==> src/rtl/pipeline_hazard_controller_if.sv <==
// Hazard-controller bundle: pipeline hazard inputs, barrier enables, status and counters.
interface pipeline_hazard_controller_if #(
    parameter int COUNTER_WIDTH = 32
);
    logic [4:0]               idLHSRegisterIndex;
    logic [4:0]               idRHSRegisterIndex;
    logic                     idUsesLHS;
    logic                     idUsesRHS;
    logic                     exMemRead;
    logic [4:0]               exWriteRegisterIndex;
    logic                     exBranchTaken;
    logic                     memMemRead;
    logic                     memMemWrite;
    logic                     memReady;
    logic                     memRequest;
    logic                     pcWrite;
    logic                     ifIdWrite;
    logic                     ifIdFlush;
    logic                     idExWrite;
    logic                     idExFlush;
    logic                     exMemWrite;
    logic                     memWbBubble;
    logic                     memTimeout;
    logic [COUNTER_WIDTH-1:0] stallCycles;
    logic [COUNTER_WIDTH-1:0] flushCount;

    modport master (
        output idLHSRegisterIndex, idRHSRegisterIndex, idUsesLHS, idUsesRHS,
               exMemRead, exWriteRegisterIndex, exBranchTaken,
               memMemRead, memMemWrite, memReady,
        input  memRequest, pcWrite, ifIdWrite, ifIdFlush, idExWrite, idExFlush,
               exMemWrite, memWbBubble, memTimeout, stallCycles, flushCount
    );

    modport slave (
        input  idLHSRegisterIndex, idRHSRegisterIndex, idUsesLHS, idUsesRHS,
               exMemRead, exWriteRegisterIndex, exBranchTaken,
               memMemRead, memMemWrite, memReady,
        output memRequest, pcWrite, ifIdWrite, ifIdFlush, idExWrite, idExFlush,
               exMemWrite, memWbBubble, memTimeout, stallCycles, flushCount
    );
endinterface

==> src/rtl/pipeline_hazard_controller.sv <==
// Stall/flush sequencer: load-use, taken-branch and data-memory wait hazards,
// plus a sticky memory timeout and saturating stall/flush counters.
module pipeline_hazard_controller #(
    parameter int MEM_TIMEOUT   = 16,
    parameter int COUNTER_WIDTH = 32
) (
    input  logic                         clk,
    input  logic                         reset,
    pipeline_hazard_controller_if.slave  bus
);
    localparam int WAIT_WIDTH = $clog2(MEM_TIMEOUT + 1);
    localparam logic [WAIT_WIDTH-1:0]    WAIT_LIMIT = WAIT_WIDTH'(MEM_TIMEOUT);
    localparam logic [COUNTER_WIDTH-1:0] COUNT_MAX  = '1;

    typedef enum logic {RUN, MEM_WAIT} state_t;

    state_t                  state, state_next;
    logic [WAIT_WIDTH-1:0]   wait_count, wait_next;
    logic                    mem_access, mem_stall, load_use, branch_flush;

    always_comb begin
        mem_access = bus.memMemRead | bus.memMemWrite;
        mem_stall  = mem_access & ~bus.memReady;
        load_use   = bus.exMemRead && (bus.exWriteRegisterIndex != 5'd0) &&
                     ((bus.idUsesLHS && bus.idLHSRegisterIndex == bus.exWriteRegisterIndex) ||
                      (bus.idUsesRHS && bus.idRHSRegisterIndex == bus.exWriteRegisterIndex));
        branch_flush = ~reset & ~mem_stall & bus.exBranchTaken;
    end

    always_ff @(posedge clk) begin
        if (reset) begin
            state          <= RUN;
            wait_count     <= '0;
            bus.memTimeout <= 1'b0;
        end else begin
            state      <= state_next;
            wait_count <= wait_next;
            if (wait_next == WAIT_LIMIT)
                bus.memTimeout <= 1'b1;
        end
    end

    always_comb begin
        state_next = state;
        wait_next  = '0;
        unique case (state)
            RUN: begin
                if (mem_stall) begin
                    state_next = MEM_WAIT;
                    wait_next  = WAIT_WIDTH'(1);
                end
            end
            MEM_WAIT: begin
                if (bus.memReady)
                    state_next = RUN;
                else if (wait_count == WAIT_LIMIT)
                    wait_next = WAIT_LIMIT;
                else
                    wait_next = wait_count + 1'b1;
            end
            default: state_next = RUN;
        endcase
    end

    always_comb begin
        bus.memRequest  = mem_access & (state == RUN) & ~reset;
        bus.pcWrite     = 1'b1;
        bus.ifIdWrite   = 1'b1;
        bus.idExWrite   = 1'b1;
        bus.exMemWrite  = 1'b1;
        bus.ifIdFlush   = 1'b0;
        bus.idExFlush   = 1'b0;
        bus.memWbBubble = 1'b0;
        if (reset) begin
            bus.pcWrite     = 1'b0;
            bus.ifIdWrite   = 1'b0;
            bus.idExWrite   = 1'b0;
            bus.exMemWrite  = 1'b0;
            bus.ifIdFlush   = 1'b1;
            bus.idExFlush   = 1'b1;
            bus.memWbBubble = 1'b1;
        end else if (mem_stall) begin
            // Whole front end freezes; pending branch/load-use is re-seen once memory completes.
            bus.pcWrite     = 1'b0;
            bus.ifIdWrite   = 1'b0;
            bus.idExWrite   = 1'b0;
            bus.exMemWrite  = 1'b0;
            bus.memWbBubble = 1'b1;
        end else if (bus.exBranchTaken) begin
            bus.ifIdFlush = 1'b1;
            bus.idExFlush = 1'b1;
        end else if (load_use) begin
            bus.pcWrite   = 1'b0;
            bus.ifIdWrite = 1'b0;
            bus.idExFlush = 1'b1;
        end
    end

    always_ff @(posedge clk) begin
        if (reset) begin
            bus.stallCycles <= '0;
            bus.flushCount  <= '0;
        end else begin
            if (!bus.pcWrite && bus.stallCycles != COUNT_MAX)
                bus.stallCycles <= bus.stallCycles + 1'b1;
            if (branch_flush && bus.flushCount != COUNT_MAX)
                bus.flushCount <= bus.flushCount + 1'b1;
        end
    end
endmodule
==> src/flat_wrapper.sv <==
// flat-port wrapper written by rule: the top's interface ports become plain ports
module pipeline_hazard_controller_flat 
#(
    parameter int MEM_TIMEOUT   = 16,
    parameter int COUNTER_WIDTH = 32
)
  (clk, reset, bus_idLHSRegisterIndex, bus_idRHSRegisterIndex, bus_idUsesLHS, bus_idUsesRHS, bus_exMemRead, bus_exWriteRegisterIndex, bus_exBranchTaken, bus_memMemRead, bus_memMemWrite, bus_memReady, bus_memRequest, bus_pcWrite, bus_ifIdWrite, bus_ifIdFlush, bus_idExWrite, bus_idExFlush, bus_exMemWrite, bus_memWbBubble, bus_memTimeout, bus_stallCycles, bus_flushCount);
  pipeline_hazard_controller_if #(.COUNTER_WIDTH(COUNTER_WIDTH)) bus_i ();
  input  logic clk;
  input  logic reset;
  input wire logic [$bits(bus_i.idLHSRegisterIndex)-1:0] bus_idLHSRegisterIndex;
  input wire logic [$bits(bus_i.idRHSRegisterIndex)-1:0] bus_idRHSRegisterIndex;
  input wire logic [$bits(bus_i.idUsesLHS)-1:0] bus_idUsesLHS;
  input wire logic [$bits(bus_i.idUsesRHS)-1:0] bus_idUsesRHS;
  input wire logic [$bits(bus_i.exMemRead)-1:0] bus_exMemRead;
  input wire logic [$bits(bus_i.exWriteRegisterIndex)-1:0] bus_exWriteRegisterIndex;
  input wire logic [$bits(bus_i.exBranchTaken)-1:0] bus_exBranchTaken;
  input wire logic [$bits(bus_i.memMemRead)-1:0] bus_memMemRead;
  input wire logic [$bits(bus_i.memMemWrite)-1:0] bus_memMemWrite;
  input wire logic [$bits(bus_i.memReady)-1:0] bus_memReady;
  output wire logic [$bits(bus_i.memRequest)-1:0] bus_memRequest;
  output wire logic [$bits(bus_i.pcWrite)-1:0] bus_pcWrite;
  output wire logic [$bits(bus_i.ifIdWrite)-1:0] bus_ifIdWrite;
  output wire logic [$bits(bus_i.ifIdFlush)-1:0] bus_ifIdFlush;
  output wire logic [$bits(bus_i.idExWrite)-1:0] bus_idExWrite;
  output wire logic [$bits(bus_i.idExFlush)-1:0] bus_idExFlush;
  output wire logic [$bits(bus_i.exMemWrite)-1:0] bus_exMemWrite;
  output wire logic [$bits(bus_i.memWbBubble)-1:0] bus_memWbBubble;
  output wire logic [$bits(bus_i.memTimeout)-1:0] bus_memTimeout;
  output wire logic [$bits(bus_i.stallCycles)-1:0] bus_stallCycles;
  output wire logic [$bits(bus_i.flushCount)-1:0] bus_flushCount;
  assign bus_i.idLHSRegisterIndex = bus_idLHSRegisterIndex;
  assign bus_i.idRHSRegisterIndex = bus_idRHSRegisterIndex;
  assign bus_i.idUsesLHS = bus_idUsesLHS;
  assign bus_i.idUsesRHS = bus_idUsesRHS;
  assign bus_i.exMemRead = bus_exMemRead;
  assign bus_i.exWriteRegisterIndex = bus_exWriteRegisterIndex;
  assign bus_i.exBranchTaken = bus_exBranchTaken;
  assign bus_i.memMemRead = bus_memMemRead;
  assign bus_i.memMemWrite = bus_memMemWrite;
  assign bus_i.memReady = bus_memReady;
  assign bus_memRequest = bus_i.memRequest;
  assign bus_pcWrite = bus_i.pcWrite;
  assign bus_ifIdWrite = bus_i.ifIdWrite;
  assign bus_ifIdFlush = bus_i.ifIdFlush;
  assign bus_idExWrite = bus_i.idExWrite;
  assign bus_idExFlush = bus_i.idExFlush;
  assign bus_exMemWrite = bus_i.exMemWrite;
  assign bus_memWbBubble = bus_i.memWbBubble;
  assign bus_memTimeout = bus_i.memTimeout;
  assign bus_stallCycles = bus_i.stallCycles;
  assign bus_flushCount = bus_i.flushCount;
  pipeline_hazard_controller #(.MEM_TIMEOUT(MEM_TIMEOUT), .COUNTER_WIDTH(COUNTER_WIDTH)) u_core (.clk(clk), .reset(reset), .bus(bus_i));
endmodule
==> config.mk <==
export PLATFORM = sky130hd
export DESIGN_NAME = pipeline_hazard_controller_flat
export DESIGN_NICKNAME = d
export VERILOG_FILES = /design/src/rtl/pipeline_hazard_controller_if.sv /design/src/rtl/pipeline_hazard_controller.sv /design/src/flat_wrapper.sv
export SDC_FILE = /design/constraint.sdc
export NUM_CORES = 1
export LEC_CHECK = 0
export ABC_AREA = 1
export CAP_MARGIN = 5
export CORE_MARGIN = 2
export CORE_UTILIZATION = 45
export CTS_CLUSTER_DIAMETER = 150
export DETAILED_ROUTE_END_ITERATION = 10
export PLACE_DENSITY = 0.72
export SETUP_SLACK_MARGIN = 0.15
export SYNTH_ARGS = -nofsm -noshare
export SYNTH_HDL_FRONTEND = slang
export SYNTH_SLANG_ARGS = --single-unit
export TNS_END_PERCENT = 100
==> constraint.sdc <==
create_clock -name clk -period 2.15 [get_ports clk]
set_clock_uncertainty 0.15 [all_clocks]
set_input_delay 0.43 -clock clk [delete_from_list [all_inputs] [get_ports clk]]
set_output_delay 0.43 -clock clk [all_outputs]
set_load 0.05 [all_outputs]
==> results.yml, run 1 <==
status:
  status: "finished clean"
clock_tree:
  clkTransAtPathRegs_ns: 0.08
  clockBufferDepth: 2
  cts_inserted_buffers: 9
  cts_tree: "done"
  clock_latency_ns: 0.35
  cts.sinks: 71
  htree_levels: 3
  clockRootBuffer: "clkbuf_8"
  cts_hold_buf: 0
drt:
  via_count: 5294
  wl_per_cell_um: 13.6
  routed_wirelength_mm: 13.9
  ant_nets: 0
  drt_iter0_markers: 223
  vias_per_cell: 5.16
  drtPass1Iterations: 5
  drc: 0
global_routing:
  overflow: 0
  grt_pass1_vias: 4953
  antenna_found_initial: 0
  grt-busiest-layer: "met2"
  grt_usage: 0.252
  grt_pass1_wl_mm: 23.0
  use_met1: 0.317
  gr-usage-met3: 0.0445
  use_met2: 0.425
  grt_max_degree: 56
synth:
  synth-xor-area-share: 0.0589
  syn_nets: 792
  synthMuxAreaShare: 0
  avgSynthCellArea_um2: 6.04
  yosysSeqAreaShare: 0.308
  ys_ff_latch: 71
  ys_warn_count: 0
  yosys.area_share.simple: 0.444
  syn_inst: 764
  synthAdderAreaFrac: 0.0109
  netlist_area_um2: 4610
  yosysUniqueCellTypes: 34
  synth_top_family_by_area: "simple AND/OR/NAND/NOR gates"
  synth_compound_area_frac: 0.0773
run:
  max-cap-violations: 0
min_path:
  min-delay-path-class: "input port to flop"
  hold_start: "bus_memMemRead"
  whs_path_depth: 3
sta:
  finalCritPeriodShare: 0.953
  fin_ws_ns: 0.101
  rsz0062_at_grt: "true"
  max_freq_mhz: 488
  relSlewSlack: 0.589
  setup_viol: 0
  final-hold-violation-count: 0
  tightestPinTransition_ns: 0.617
  layout_min_cycle_time_ns: 2.05
  drv_slew: 0
die:
  core_um2: 9860
  rows: 36
  initial_utilization: 0.468
  die_area_um2: 11100
  top_level_ports: 97
  die_h_um: 105
  die_w_um: 105
placed_design:
  portBuffers: 96
  globalplace.congestion: 0.987
  hpwlAfterDp_mm: 10.2
  dpl_cell_area_um2: 5900
  place_ws_ns: -0.417
critical_path:
  startpoint_type: "input port"
  crit_required_ns: 1.57
  endpoint_kind: "primary output"
  r2r-start: "u_core.bus.flushCount[0]"
  startpoint: "bus_idUsesLHS"
  reg2regPathDepth: 12
  path_class: "input port to primary output"
  path_max_fanout: 4
  cp.arrival_ns: 1.47
pwr:
  peakVddDrop_uv: 231
  total_power_uw: 2700
  p_leak_uw: 0.00267
  p_per_area_nw_per_um2: 432
layout:
  final_layout_size_suffix_gt1_frac: 0.241
  n_antenna_cell: 0
  stdcell_area_um2: 6240
  fin_nets: 916
  layout_common_cells: "nand2_1 (241), nor2_1 (95), buf_4 (73)"
  layout_commonest_cell: "nand2_1"
  syn2layout_area_growth_pct: 35.3
==> layout make-up <==
type	instances	area, um^2
clock buffers	12	155
clock inverters	3	20.0
fillers	920	3620
inverters	83	342
multi-input cells	586	2870
flip-flops and latches	71	1470
well taps	133	166
repair buffers	137	1220
==> synth_stat cells <==
cell	n	area [um^2]
nand4_1	11	68.8
clkinv_1	1	3.75
o31ai_1	1	7.51
buf_2	5	25.0
o21ai_0	8	40.0
xnor2_1	5	43.8
nand2_1	257	965
nor3_2	3	30.0
nand2_2	2	12.5
clkbuf_1	10	37.5
o21ai_2	1	8.76
ha_1	4	50.1
o21bai_1	1	7.51
nand3b_1	10	75.1
o22ai_1	1	6.26
and3_1	1	6.26
dfxtp_1	71	1420
a21boi_0	1	7.51
inv_1	80	300
a31o_2	1	8.76
nor3b_1	1	7.51
nor3_1	25	125
nor2_1	103	387
xor2_1	26	228
and2_1	1	6.26
nand3_1	63	315
buf_6	6	67.6
buf_4	3	22.5
nor2_4	1	11.3
nand3_2	2	20.0
o21ai_1	1	5.00
inv_2	2	7.51
a21oi_1	53	265
nor2_2	3	18.8
==> cell families (layout without fill, tap and decap cells) <==
family / count (synthesis) / after routing
XOR/XNOR: 31 / 31
AO/OA/AOI/OAI: 68 / 68
adder cells (fa/ha/maj): 4 / 4
AND/OR/NAND/NOR: 483 / 483
buffers and inverters: 107 / 235
flip-flops: 71 / 71
==> where the power goes <==
| group | switching (uW) | internal [uW] | leakage (uW) |
|---|---|---|---|
| Combinational | 223 | 151 | 0.00200 |
| Clock | 513 | 474 | 0.0000845 |
| Sequential | 13.2 | 1320 | 0.000589 |
| Total | 750 | 1950 | 0.00267 |
==> flip-flops by register name, summed over array words and instances, names as in the netlist <==
name,count
u_core.state,1
u_core.bus.stallCycles,32
u_core.bus.memTimeout,1
u_core.bus.flushCount,32
u_core.wait_count,5
==> timing repair <==
| item | CTS | global route |
|---|---|---|
| resized for setup | 121 | 55 |
| endpoints found under the hold margin | 0 | 0 |
| gates cloned | 0 | 1 |
| pin swaps | 24 | 26 |
| setup endpoints to repair | 72 | 50 |
| setup buffers | 1 | 6 |
==> per-stage QoR <==
stage	TNS, ns	hold slack (ns)	utilization	instances
finish	0	0.307	0.633	1025
global route	0	0.349	0.633	1025
CTS	0	0.334	0.613	1018
detailed placement	-18.34	0.301	0.598	1002
global placement	-13.92	0.311	0.598	1002
floorplan	-0.229	0.340	-	764
==> layer usage <==
layer  share of wire  vias up
met5               0        -
met2            0.49      188
met1            0.42     2417
met3           0.060       32
li1                -     2657
met4           0.031        0
==> worst max-delay path, stage by stage <==
cell and delay, ns:
dlygate4sd2_1 0.20, nand2_1 0.06, nor2_2 0.11, nand3_2 0.07, nand2_2 0.09, nand3_2 0.10, nand2_4 0.12, clkinvlp_4 0.12
buf_8 0.16
==> worst paths after layout <==
check                                            endpoint  slack (ns)
worst max-delay path                        bus_ifIdWrite        0.10
worst min-delay path                         u_core.state        0.31
worst min register to register      u_core.bus.memTimeout        0.33
worst max register to register  u_core.bus.flushCount[21]        0.23
Power figures use the tool's default switching activity.
==> inputs of run 2 (changes only) <==
--- a/config.mk
+++ b/config.mk
@@ -12,2 +12,3 @@
 export CTS_CLUSTER_DIAMETER = 150
+export CTS_CLUSTER_SIZE = 25
 export DETAILED_ROUTE_END_ITERATION = 10
--- a/constraint.sdc
+++ b/constraint.sdc
@@ -4,2 +4,2 @@
 set_output_delay 0.43 -clock clk [all_outputs]
-set_load 0.05 [all_outputs]
+set_load 0.005 [all_outputs]
==> results.yml, run 2 (synthesized netlist as in run 1, its figures left out) <==
sta:
  max_freq_mhz: 510
  setup_viol: 0
  layout_min_cycle_time_ns: 1.96
  tightestPinTransition_ns: 0.481
  hold_ws_ns: 0.326
  drv_slew: 0
  finalCritPeriodShare: 0.912
  final-hold-violation-count: 0
  finalSetupTns_ns: 0
  relSlewSlack: 0.679
  fin_ws_ns: 0.188
  rsz0062_at_grt: "true"
die:
  initial_utilization: 0.468
  die_area_um2: 11100
  die_w_um: 105
  die_h_um: 105
  core_um2: 9860
  rows: 36
  top_level_ports: 97
pwr:
  peakVddDrop_uv: 332
  p_leak_uw: 0.00243
  p_per_area_nw_per_um2: 432
  total_power_uw: 2660
layout:
  layout_common_cells: "nand2_1 (248), nor2_1 (95), inv_1 (71)"
  stdcell_area_um2: 6170
  syn2layout_area_growth_pct: 33.7
  final_layout_size_suffix_gt1_frac: 0.157
  fill_cells: 912
  layout_commonest_cell: "nand2_1"
  fin_nets: 920
  n_antenna_cell: 0
  largest_registers: "u_core.bus.flushCount: 32 flops, u_core.bus.stallCycles: 32 flops, u_core.wait_count: 5 flops"
min_path:
  hold_start: "u_core.bus.memTimeout"
  holdPathEnd: "u_core.bus.memTimeout"
  whs_path_depth: 2
  min-delay-path-class: "flop to flop"
critical_path:
  path_common_cell: "buf_6"
  path_max_fanout: 2
  crit_path_cell_trace: "dlygate4sd2_1, nand2_1, nor2_1, nand3_1, nand2_2, buf_6, a31o_4, buf_6"
  crit_required_ns: 1.57
  startpoint_type: "input port"
  reg2regPathDepth: 9
  slowest_stage: "dlygate4sd2_1"
  path_class: "input port to primary output"
  critPathTopFamily: "buffers and inverters"
  endpoint_kind: "primary output"
  r2r-start: "u_core.bus.flushCount[3]"
  r2r_end: "u_core.bus.flushCount[23]"
  cp.arrival_ns: 1.38
  cp.buffers_inverters: 3
  cpPeakStageDelay_ns: 0.23
  rrSetupSlack_ns: 0.29
global_routing:
  overflow: 0
  grt_pass1_wl_mm: 22.3
  grt_pass1_vias: 4772
  grt_max_degree: 44
  grt_usage: 0.247
  antenna_found_initial: 0
drt:
  vias_per_cell: 5.11
  drt_iter0_markers: 272
  ant_nets: 0
  via_count: 5263
  routed_wirelength_mm: 13.5
  wirelength_met1_mm: 5.98
  wl_met2_mm: 6.37
  drtPass1Iterations: 5
  top_layer_used: "met4"
  wl_per_cell_um: 13.1
  met3RoutedLength_um: 741
  drc: 0
clock_tree:
  clockBufferDepth: 2
  cts.sinks: 71
  clockRootBuffer: "clkbuf_8"
  cts_inserted_buffers: 9
  cts_tree: "done"
  htree_levels: 3
  clkTransAtPathRegs_ns: 0.07
  clock_latency_ns: 0.35
placed_design:
  hpwlAfterDp_mm: 10.3
  globalplace.congestion: 0.933
  place_ws_ns: -0.566
  dpl_cell_area_um2: 5870
  portBuffers: 96
run:
  max-cap-violations: 0
status:
  status: "finished clean"
[run 2: cell types whose count changed in the layout (fill, tap and decap cells not counted), sizes merged]
cell | previous run | this run
clkinvlp | 4 | 3
dlymetal6s2s | 0 | 2
clkdlybuf4s50 | 1 | 66
bufinv | 0 | 1
inv | 80 | 82
buf | 100 | 59
clkbuf | 16 | 14
clkinv | 2 | 3
dlygate4sd2 | 31 | 8
[run 2: cell type report]
cell class	count	area, um^2	area share
Clock buffer	9	124	0.0201
Clock inverter	6	62.6	0.0101
Inverter	83	314	0.0509
Multi-Input combinational cell	586	2820	0.458
Sequential cell	71	1440	0.234
Tap cell	133	166	0.0270
Timing Repair Buffer	141	1230	0.200
[run 2: report_power, final]
group,switching [uW],internal (uW),total (uW),leakage [uW]
Clock,533,525,1060,0.0000871
Combinational,152,121,273,0.00177
Sequential,9.14,1320,1330,0.000580
Total,694,1970,2660,0.00243
[run 2: worst reg2reg max path, stage by stage (launching register included)]
cell and delay, ns:
dfxtp_1 0.38, nand2_1 0.11, nor2_1 0.18, nand2_1 0.14, nor2_1 0.17, nand3_1 0.19, nor3_1 0.29, nand2_1 0.08
nand2_1 0.06, nor2_1 0.03
[run 2: repair_timing]
| action | in CTS | in global routing |
|---|---|---|
| cloned | 0 | 0 |
| pin swaps | 23 | 23 |
| hold buffers | 0 | 0 |
| setup endpoints to repair | 45 | 69 |
| gates resized for setup | 79 | 64 |
| setup buffers | 2 | 5 |
[run 2: per-stage QoR]
step,utilization,cells
finish,0.625,1029
CTS,0.611,1024
global placement,0.595,1007
detailed placement,0.595,1007
global route,0.625,1029
floorplan,-,764
[run 2: how the worst max path moves through the flow]
stage                                            from                         to  cells after the start
after global routing        u_core.bus.stallCycles[3]  u_core.bus.stallCycles[9]                      7
after CTS                               bus_exMemRead                bus_pcWrite                      7
after global placement    bus_exWriteRegisterIndex[0]                bus_pcWrite                      9
final                                   bus_idUsesLHS              bus_idExFlush                      8
after detailed placement  bus_exWriteRegisterIndex[4]  u_core.bus.stallCycles[3]                     14
after floorplan           bus_exWriteRegisterIndex[3]                bus_pcWrite                     11
[run 2: metal layers]
layer | track usage | vias to the layer above
li1 | - | 2660
met1 | 0.319 | 2394
met2 | 0.408 | 181
met3 | 0.0303 | 28
met4 | 0.114 | 0
met5 | 0 | -
